File: src/rtl/dco_bank_enc.sv
// DCO capacitor-bank drive: slews the applied tuning word toward the requested word
// in bounded, paced steps and decodes it into row/column thermometer selects.
module dco_bank_enc #(
    parameter int ROW_BITS = 4,
    parameter int COL_BITS = 4,
    parameter int MAX_STEP = 16,
    parameter int STEP_DIV = 4,
    parameter int RST_WORD = 0
) (
    input  logic                            clk,
    input  logic                            rst,
    input  logic                            tune_valid,
    input  logic [ROW_BITS+COL_BITS-1:0]    tune_word,
    output logic                            tune_ready,
    output logic [(1<<ROW_BITS)-1:0]        r_all,
    output logic [(1<<ROW_BITS)-1:0]        row,
    output logic [(1<<COL_BITS)-1:0]        col,
    output logic [ROW_BITS+COL_BITS-1:0]    cur_word,
    output logic                            busy,
    output logic                            done
);
    localparam int W     = ROW_BITS + COL_BITS;
    localparam int NR    = 1 << ROW_BITS;
    localparam int NC    = 1 << COL_BITS;
    localparam int CNT_W = (STEP_DIV > 1) ? $clog2(STEP_DIV) : 1;

    localparam logic [W-1:0]        RST_CUR  = RST_WORD[W-1:0];
    localparam logic [W-1:0]        STEP_U   = MAX_STEP[W-1:0];
    localparam logic signed [W:0]   STEP_S   = $signed({1'b0, STEP_U});
    localparam logic [CNT_W-1:0]    CNT_LAST = CNT_W'(STEP_DIV - 1);

    typedef enum logic {S_IDLE, S_SLEW} state_t;

    state_t                 r_state, w_state_nxt;
    logic [W-1:0]           r_cur, w_cur_nxt;
    logic [W-1:0]           r_tgt, w_tgt_nxt;
    logic [CNT_W-1:0]       r_cnt, w_cnt_nxt;
    logic                   r_done, w_done_nxt;
    logic signed [W:0]      w_diff;
    logic signed [W:0]      w_mag;

    // Cell r,c is on when r_all[r] | (row[r] & col[c]); enabled count equals cur.
    function automatic logic [2*NR+NC-1:0] decode(input logic [W-1:0] cur);
        logic [ROW_BITS-1:0] q;
        logic [COL_BITS-1:0] m;
        logic [NR-1:0]       ra;
        logic [NR-1:0]       rw;
        logic [NC-1:0]       cl;
        q = cur[W-1:COL_BITS];
        m = cur[COL_BITS-1:0];
        for (int i = 0; i < NR; i++) begin
            ra[i] = (i < int'(q));
            rw[i] = (i == int'(q));
        end
        for (int j = 0; j < NC; j++) begin
            cl[j] = (j < int'(m));
        end
        return {ra, rw, cl};
    endfunction

    // One extra bit keeps the signed distance exact over the whole word range.
    assign w_diff = $signed({1'b0, r_tgt}) - $signed({1'b0, r_cur});
    assign w_mag  = w_diff[W] ? -w_diff : w_diff;

    always_comb begin
        w_state_nxt = r_state;
        w_cur_nxt   = r_cur;
        w_tgt_nxt   = r_tgt;
        w_cnt_nxt   = r_cnt;
        w_done_nxt  = 1'b0;
        case (r_state)
            S_IDLE: begin
                if (tune_valid) begin
                    w_tgt_nxt   = tune_word;
                    w_cnt_nxt   = '0;
                    w_state_nxt = S_SLEW;
                end
            end
            S_SLEW: begin
                if (r_cnt == CNT_LAST) begin
                    w_cnt_nxt = '0;
                    if (w_mag <= STEP_S) begin
                        w_cur_nxt   = r_tgt;
                        w_state_nxt = S_IDLE;
                        w_done_nxt  = 1'b1;
                    end else if (w_diff[W]) begin
                        w_cur_nxt = r_cur - STEP_U;
                    end else begin
                        w_cur_nxt = r_cur + STEP_U;
                    end
                end else begin
                    w_cnt_nxt = r_cnt + 1'b1;
                end
            end
            default: w_state_nxt = S_IDLE;
        endcase
    end

    // Decode from the next-state word so selects line up with cur_word.
    always_ff @(posedge clk) begin
        if (rst) begin
            r_state            <= S_IDLE;
            r_cur              <= RST_CUR;
            r_tgt              <= RST_CUR;
            r_cnt              <= '0;
            r_done             <= 1'b0;
            {r_all, row, col}  <= decode(RST_CUR);
        end else begin
            r_state            <= w_state_nxt;
            r_cur              <= w_cur_nxt;
            r_tgt              <= w_tgt_nxt;
            r_cnt              <= w_cnt_nxt;
            r_done             <= w_done_nxt;
            {r_all, row, col}  <= decode(w_cur_nxt);
        end
    end

    assign tune_ready = (r_state == S_IDLE);
    assign busy       = (r_state == S_SLEW);
    assign done       = r_done;
    assign cur_word   = r_cur;

endmodule

File: config.mk
export PLATFORM = sky130hd
export DESIGN_NAME = dco_bank_enc
export DESIGN_NICKNAME = d
export VERILOG_FILES = /design/src/rtl/dco_bank_enc.sv
export SDC_FILE = /design/constraint.sdc
export NUM_CORES = 1
export LEC_CHECK = 0
export CORE_UTILIZATION = 53
export CTS_CLUSTER_DIAMETER = 50
export DETAILED_ROUTE_END_ITERATION = 16
export PLACE_DENSITY = 0.92
export SLEW_MARGIN = 20
export SYNTH_ARGS = -nofsm -noshare
export SYNTH_HDL_FRONTEND = slang
export SYNTH_SLANG_ARGS = --single-unit
File: constraint.sdc
create_clock -name clk -period 9.8 [get_ports clk]
set_clock_uncertainty 0.15 [all_clocks]
set_input_delay 1.47 -clock clk [delete_from_list [all_inputs] [get_ports clk]]
set_output_delay 1.47 -clock clk [all_outputs]
set_load 0.03 [all_outputs]
======== Word-level counts from Yosys, hierarchy flattened ========
Index checks and enable logic that the tools add are counted.
cells by class
  bitwise operators ....................... 2
  multiplexer cells ....................... 13
  add/subtract/negate cells ............... 5
  $lt $le $gt $ge ......................... 31
  shift operators ......................... 0
  reductions and logical operators ........ 3
  divide/modulo/power cells ............... 0
  multipliers ............................. 0
  equality and inequality tests ........... 17
operators with widths
  kind                                                                               count
  4-bit < comparator (first input constant)                                          14
  4-bit == test (first input constant)                                               8
  3-bit by 4-bit < comparator with 1-bit output (first input constant)               8
  8-bit two-way mux                                                                  4
  3-bit by 4-bit == test with 1-bit output (first input constant)                    4
  1-bit by 4-bit < comparator with 1-bit output (first input constant)               4
  2-bit by 4-bit < comparator with 1-bit output (first input constant)               4
  9-bit by 6-bit less-or-equal comparator with 1-bit output (second input constant)  1
  9-bit two-way mux                                                                  1
  9-bit negator                                                                      1
  8-bit by 8-bit subtractor with 9-bit output                                        1
  8-bit by 5-bit adder with 8-bit output (second input constant)                     1
  2-bit by 4-bit == test with 1-bit output (first input constant)                    2
  8-bit by 5-bit subtractor with 8-bit output (second input constant)                1
  1-bit by 4-bit == test with 1-bit output (first input constant)                    1
  4-bit zero test                                                                    1
  1-bit two-way mux                                                                  4
  2-bit two-way mux                                                                  2
  2-bit one-hot mux with 2 select lines                                              1
  3-bit OR reduction                                                                 1
  2-bit by 1-bit adder with 2-bit output (second input constant)                     1
  2-bit == test (second input constant)                                              1
  2-bit != test (second input constant)                                              1
  1-bit NOT                                                                          2
  2 further kinds                                                                    2
storage, ports and cells
  flip-flop bits (word level) ............. 68
  logic and storage cells ................. 81
  output and inout port bits .............. 59
  memories kept ........................... 0
  RAM bits ................................ 0
  input port bits ......................... 11
  bits in read-only memories .............. 0
  latch bits .............................. 0

======== Depth between registers and ports, before layout ========
  word-level depth ........................ 8
  depth in mapped cells ................... 20

======== Worst setup path before layout ========
OpenSTA, ideal clock, no wires.
  path kind ............................... reg2reg
  from .................................... register r_cur[0] (netlist: cur_word[0])
  to ...................................... register r_all[14]
  buffers on the path ..................... 1
  required time ........................... 9585 ps
  cell stages (with the launch flop) ...... 20
  arrival ................................. 3840 ps
  setup time .............................. 65 ps
  setup slack ............................. 5744 ps
  path through ............................ dfxtp_1 -> ha_1 -> inv_1 -> fa_1 -> a21oi_1 -> nand4b_1 -> a21oi_1 -> or2_2 -> inv_1 -> ha_1 -> a21o_1 -> a21oi_1 -> nor3_1 -> nor3_1 -> xnor2_1 -> o211a_1 -> a2111o_1 -> nand2b_1 -> clkbuf_1 -> nor2_1
between the ends
  cells in the longest elaborated chain, start to end .. 8
RTL lines
  element                                                    RTL line  RTL
  start, declared                                            35        logic [W-1:0] r_cur, w_cur_nxt;
  start signal, assigned                                     110       r_cur <= w_cur_nxt;
  8-bit by 8-bit subtractor with 9-bit output                62        assign w_diff = $signed({1'b0, r_tgt}) - $signed({1'b0, r_cur});
  9-bit negator                                              63        assign w_mag = w_diff[W] ? -w_diff : w_diff;
  9-bit two-way mux                                          63
  9-bit by 6-bit less-or-equal comparator with 1-bit output  82        if (w_mag <= STEP_S) begin
  8-bit two-way mux (*)                                      82
  8-bit two-way mux (*)                                      80        if (r_cnt == CNT_LAST) begin
  8-bit two-way mux (*)                                      71        case (r_state)
  4-bit < comparator (*)                                     52        ra[i] = (i < int'(q));
  end signal, assigned                                       107       {r_all, row, col} <= decode(RST_CUR);
  end signal, assigned                                       114       {r_all, row, col} <= decode(w_cur_nxt);
  end, declared                                              15        output logic [(1<<ROW_BITS)-1:0] r_all,
Every way passes the cells marked *; elsewhere a longest branch is shown, timed or not.
A chain may end at the register's enable or synchronous reset.

======== Worst setup path in the final report ========
  from .................................... register r_cur[0] (netlist: cur_word[0])
  to ...................................... register row[14]
between the ends
  cells in the longest elaborated chain, start to end .. 8
RTL lines
  element                                                    RTL line  RTL
  8-bit by 8-bit subtractor with 9-bit output                62
  9-bit negator                                              63
  9-bit two-way mux                                          63
  9-bit by 6-bit less-or-equal comparator with 1-bit output  82
  8-bit two-way mux (*)                                      82
  8-bit two-way mux (*)                                      80
  8-bit two-way mux (*)                                      71
  2-bit by 4-bit == test with 1-bit output (*)               53        rw[i] = (i == int'(q));
  end signal, assigned                                       107
  end signal, assigned                                       114
  end, declared                                              16        output logic [(1<<ROW_BITS)-1:0] row,
Marked as above.

==> flow_summary.html <==
<table>
<tr><th>Metric</th><th>Value</th></tr>
<tr><th colspan="2">CTS</th></tr>
<tr><td>Num CTS Buffers</td><td>9</td></tr>
<tr><td>Max H-tree Level</td><td>3</td></tr>
<tr><td>Buffer count from post-CTS setup fixing</td><td>0</td></tr>
<tr><td>Maximum root-to-sink buffer count</td><td>2</td></tr>
<tr><td>Clock tree from TritonCTS</td><td>done</td></tr>
<tr><td>Buffer cell driving the clock tree root</td><td>sky130_fd_sc_hd__clkbuf_8</td></tr>
<tr><td>Total clock sinks</td><td>64</td></tr>
<tr><td>Quantity of hold-fixing buffers added after cts</td><td>0</td></tr>
<tr><td>Clock edge transition at the registers on the reported setup and hold paths</td><td>0.08 ns</td></tr>
<tr><td>Number of gates resized after CTS</td><td>0</td></tr>
<tr><td>Worst skew pair latency</td><td>0.35 ns</td></tr>
<tr><th colspan="2">Route</th></tr>
<tr><td>Wire length per cell after detailed routing</td><td>14.9 um</td></tr>
<tr><td>Detailed-route wire length</td><td>6900 um</td></tr>
<tr><td>Remaining DRCs</td><td>0</td></tr>
<tr><td>Vias per std cell</td><td>5.66</td></tr>
<tr><td>Detailed Routing Iterations Pass 1</td><td>4</td></tr>
<tr><td>Violation count after the first detailed-routing iteration</td><td>183</td></tr>
<tr><td>Via count of the routed design</td><td>2615</td></tr>
<tr><td>ANT nets after route</td><td>0</td></tr>
<tr><th colspan="2">Logic synthesis</th></tr>
<tr><td>Area of the mapped netlist</td><td>2980 um^2</td></tr>
<tr><td>Synthesized netlist cell count</td><td>324</td></tr>
<tr><td>Leading cell types by count after synthesis</td><td>sky130_fd_sc_hd__dfxtp_1, sky130_fd_sc_hd__nor2_1, sky130_fd_sc_hd__a21oi_1</td></tr>
<tr><td>Area share of the largest cell type after synthesis</td><td>43.1%</td></tr>
<tr><td>Post-synthesis cell type with the largest combined area</td><td>sky130_fd_sc_hd__dfxtp_1</td></tr>
<tr><td>Number of enable-type register cells in the synthesized netlist</td><td>0</td></tr>
<tr><td>Yosys warnings</td><td>0</td></tr>
<tr><td>Most used standard cell by instance count after synthesis</td><td>sky130_fd_sc_hd__dfxtp_1</td></tr>
<tr><td>Post-Synthesis Mean Instance Area</td><td>9.18 um^2</td></tr>
<tr><td>Netlist cell types</td><td>62</td></tr>
<tr><td>Leading post-synthesis cells by cell area</td><td>sky130_fd_sc_hd__dfxtp_1, sky130_fd_sc_hd__ha_1, sky130_fd_sc_hd__nor2_1</td></tr>
<tr><td>Post-synthesis async set-or-reset flop share</td><td>0%</td></tr>
<tr><td>Synth Flop Type</td><td>sky130_fd_sc_hd__dfxtp_1</td></tr>
<tr><td>Seq cells post-synth</td><td>64</td></tr>
<tr><td>Sequential element share of the synthesized area</td><td>43.1%</td></tr>
<tr><th colspan="2">Place</th></tr>
<tr><td>Detailed Place HPWL</td><td>5060 um</td></tr>
<tr><td>Final GP Congestion</td><td>0.897</td></tr>
<tr><td>Number of cells after detailed placement</td><td>446</td></tr>
<tr><td>Port buffer count</td><td>67</td></tr>
<tr><th colspan="2">Floorplanning</th></tr>
<tr><td>Row count</td><td>26</td></tr>
<tr><td>Number of top-level pins</td><td>70</td></tr>
<tr><td>Vertical extent of the die</td><td>76.9 um</td></tr>
<tr><td>Die area</td><td>5920 um^2</td></tr>
<tr><td>DIE WIDTH</td><td>76.9 um</td></tr>
<tr><td>Effective utilization at floorplan</td><td>56.5%</td></tr>
<tr><td>Core area</td><td>5270 um^2</td></tr>
<tr><th colspan="2">Power and ir drop</th></tr>
<tr><td>Power Density</td><td>147 nW/um^2</td></tr>
<tr><td>Static Leakage</td><td>1.49 nW</td></tr>
<tr><td>Worst IR drop on VDD</td><td>109 uV</td></tr>
<tr><th colspan="2">Worst setup path</th></tr>
<tr><td>Worst reg2reg path depth</td><td>18</td></tr>
<tr><td>Setup CP Type</td><td>flop to flop</td></tr>
<tr><td>Highest net fanout along the worst path</td><td>12</td></tr>
<tr><td>Critical path startpoint category</td><td>flop</td></tr>
<tr><td>Data required time at the worst endpoint</td><td>9.94 ns</td></tr>
<tr><td>Worst setup EP type</td><td>flop</td></tr>
<tr><td>Crit path DAT</td><td>4.55 ns</td></tr>
<tr><th colspan="2">Timing</th></tr>
<tr><td>Worst Tran Pin Value</td><td>0.968 ns</td></tr>
<tr><td>Share of the clock period used by the worst path after layout</td><td>45.1%</td></tr>
<tr><td>Min cycle time layout</td><td>4.42 ns</td></tr>
<tr><td>Max Fclk</td><td>227 MHz</td></tr>
<tr><td>Worst max-slew margin expressed relative to the limit</td><td>35.4%</td></tr>
<tr><td>RSZ-0062 raised after global routing</td><td>false</td></tr>
<tr><td>Slew Limit Fails</td><td>0</td></tr>
<tr><td>Setup TNS</td><td>0 ns</td></tr>
<tr><td>Hold Violations, Final</td><td>0</td></tr>
<tr><td>Finish-stage setup viols</td><td>0</td></tr>
<tr><th colspan="2">Layout</th></tr>
<tr><td>Fraction of layout cells with a size suffix above 1</td><td>7.91%</td></tr>
<tr><td>Non-Filler Instances</td><td>462</td></tr>
<tr><td>Final-stage net count</td><td>412</td></tr>
<tr><td>Number of diodes</td><td>0</td></tr>
<tr><td>Layout Area Growth over Synthesis</td><td>28.8%</td></tr>
<tr><td>Number of filler cells placed in the layout</td><td>390</td></tr>
<tr><th colspan="2">Global route</th></tr>
<tr><td>Wire length of the first global-routing pass</td><td>11500 um</td></tr>
<tr><td>Total routing usage reported by global routing</td><td>25.0%</td></tr>
<tr><td>Antenna violations before repair</td><td>0</td></tr>
<tr><td>Via count of the first global-routing pass</td><td>2462</td></tr>
<tr><td>Pin count of the biggest net entering global routing</td><td>37</td></tr>
<tr><td>Congestion Overflow GR</td><td>0</td></tr>
<tr><th colspan="2">Worst hold path</th></tr>
<tr><td>Cell depth of the worst min-delay path</td><td>2</td></tr>
<tr><td>Class of the most critical hold timing path</td><td>flop to flop</td></tr>
<tr><th colspan="2">Run</th></tr>
<tr><td>Max-capacitance violation count</td><td>0</td></tr>
<tr><th colspan="2">Status</th></tr>
<tr><td>Status</td><td>finished, final reports clean</td></tr>
</table>
==> worst max-delay path: stages (launching register included) <==
cell and delay, ns:
sky130_fd_sc_hd__dfxtp_1 0.43, sky130_fd_sc_hd__ha_1 0.21, sky130_fd_sc_hd__inv_1 0.06, sky130_fd_sc_hd__fa_1 0.45
sky130_fd_sc_hd__a21oi_1 0.14, sky130_fd_sc_hd__nand4b_1 0.16, sky130_fd_sc_hd__a21oi_1 0.13, sky130_fd_sc_hd__or2_2 0.35
sky130_fd_sc_hd__inv_1 0.13, sky130_fd_sc_hd__ha_1 0.25, sky130_fd_sc_hd__a21o_1 0.16, sky130_fd_sc_hd__a21oi_1 0.20
sky130_fd_sc_hd__nor3_1 0.07, sky130_fd_sc_hd__nor3_1 0.18, sky130_fd_sc_hd__xnor2_1 0.10, sky130_fd_sc_hd__o211a_1 0.13
sky130_fd_sc_hd__a2111o_1 0.55, sky130_fd_sc_hd__nand2b_1 0.34, sky130_fd_sc_hd__nor2_1 0.16
==> path summary, 6_finish.rpt <==
kind | slack [ns] | start | end
setup / recovery | 5.38 | cur_word[0] | row[14]
hold reg to reg | 0.38 | r_cnt[0] | r_cnt[0]
hold / removal | 0.38 | r_cnt[0] | r_cnt[0]
setup reg to reg | 5.38 | cur_word[0] | row[14]
==> final cells by class <==
class,instances,area [um^2],area share [%]
multi-input combinational,225,1530,40.0
clock buffer,10,138,3.59
sequential,64,1280,33.4
timing repair buffer,68,678,17.7
tap,70,87.6,2.29
inverter,19,71.3,1.86
clock inverter,6,45.0,1.18
==> metal layers <==
metal / part of all wire, % / global-route usage (%) / routed length (um) / vias to the layer above
li1: - / - / - / 1262
met1: 42 / 28.5 / 2930 / 1241
met2: 50 / 43.6 / 3420 / 101
met3: 6.1 / 5.60 / 418 / 11
met4: 2.0 / 13.1 / 135 / 0
met5: 0 / 0 / 0 / -
==> placed cells by master (no fill, tap or decap), types with 3 or more instances in the layout <==
| master | n |
|---|---|
| sky130_fd_sc_hd__nand3_1 | 6 |
| sky130_fd_sc_hd__o211ai_1 | 4 |
| sky130_fd_sc_hd__nor3_1 | 15 |
| sky130_fd_sc_hd__mux2i_1 | 13 |
| sky130_fd_sc_hd__a21o_1 | 6 |
| sky130_fd_sc_hd__clkdlybuf4s50_1 | 67 |
| sky130_fd_sc_hd__nand2_1 | 16 |
| sky130_fd_sc_hd__a221o_1 | 3 |
| sky130_fd_sc_hd__or3_1 | 4 |
| sky130_fd_sc_hd__nor3b_1 | 3 |
| sky130_fd_sc_hd__nor2_1 | 40 |
| sky130_fd_sc_hd__nand2b_1 | 5 |
| sky130_fd_sc_hd__dfxtp_1 | 64 |
| sky130_fd_sc_hd__o21ai_0 | 8 |
| sky130_fd_sc_hd__ha_1 | 12 |
| sky130_fd_sc_hd__clkbuf_8 | 10 |
| sky130_fd_sc_hd__a21oi_1 | 20 |
| sky130_fd_sc_hd__a311oi_1 | 3 |
| sky130_fd_sc_hd__inv_1 | 18 |
| sky130_fd_sc_hd__clkinvlp_4 | 3 |
| sky130_fd_sc_hd__nor4_1 | 3 |
| sky130_fd_sc_hd__and2_1 | 6 |
| sky130_fd_sc_hd__nor2b_1 | 6 |
==> power by group <==
part / switching [W] / internal, W
combinational: 0.0000548 / 0.0000373
sequential: 0.00000409 / 0.000263
clock: 0.000106 / 0.0000987
==> through the flow <==
stage / area (um^2) / hold slack [ns] / power (W) / setup WS, ns / utilization, %
6_report: 3830 / 0.379 / 0.000564 / 5.38 / 72.7
5_1_grt: 3830 / 0.430 / 0.000586 / 4.98 / 72.7
4_1_cts: 3830 / 0.383 / 0.000564 / 5.42 / 72.7
3_5_place_dp: 3650 / 0.369 / 0.000363 / 5.46 / 69.3
3_3_place_gp: 3650 / 0.358 / 0.000360 / 5.67 / 69.3
2_1_floorplan: 2980 / 0.337 / 0.000343 / 5.74 / -
==> logic make-up after synthesis <==
logic type | share of synthesized area (%)
flops | 43.1
buf+inv | 5.59
fa+ha+maj | 6.39
simple gates | 21.2
other cells | 0.126
xor+xnor | 1.18
mux | 4.75
compound gates | 17.7
==> flip-flops by register name, indices dropped and copies added, names as in the netlist <==
signal / count
row: 16
col: 15
r_all: 15
r_tgt: 8
cur_word: 6
r_cnt: 2
busy: 1
done: 1
No activity file was read; power rests on OpenSTA's default activity.
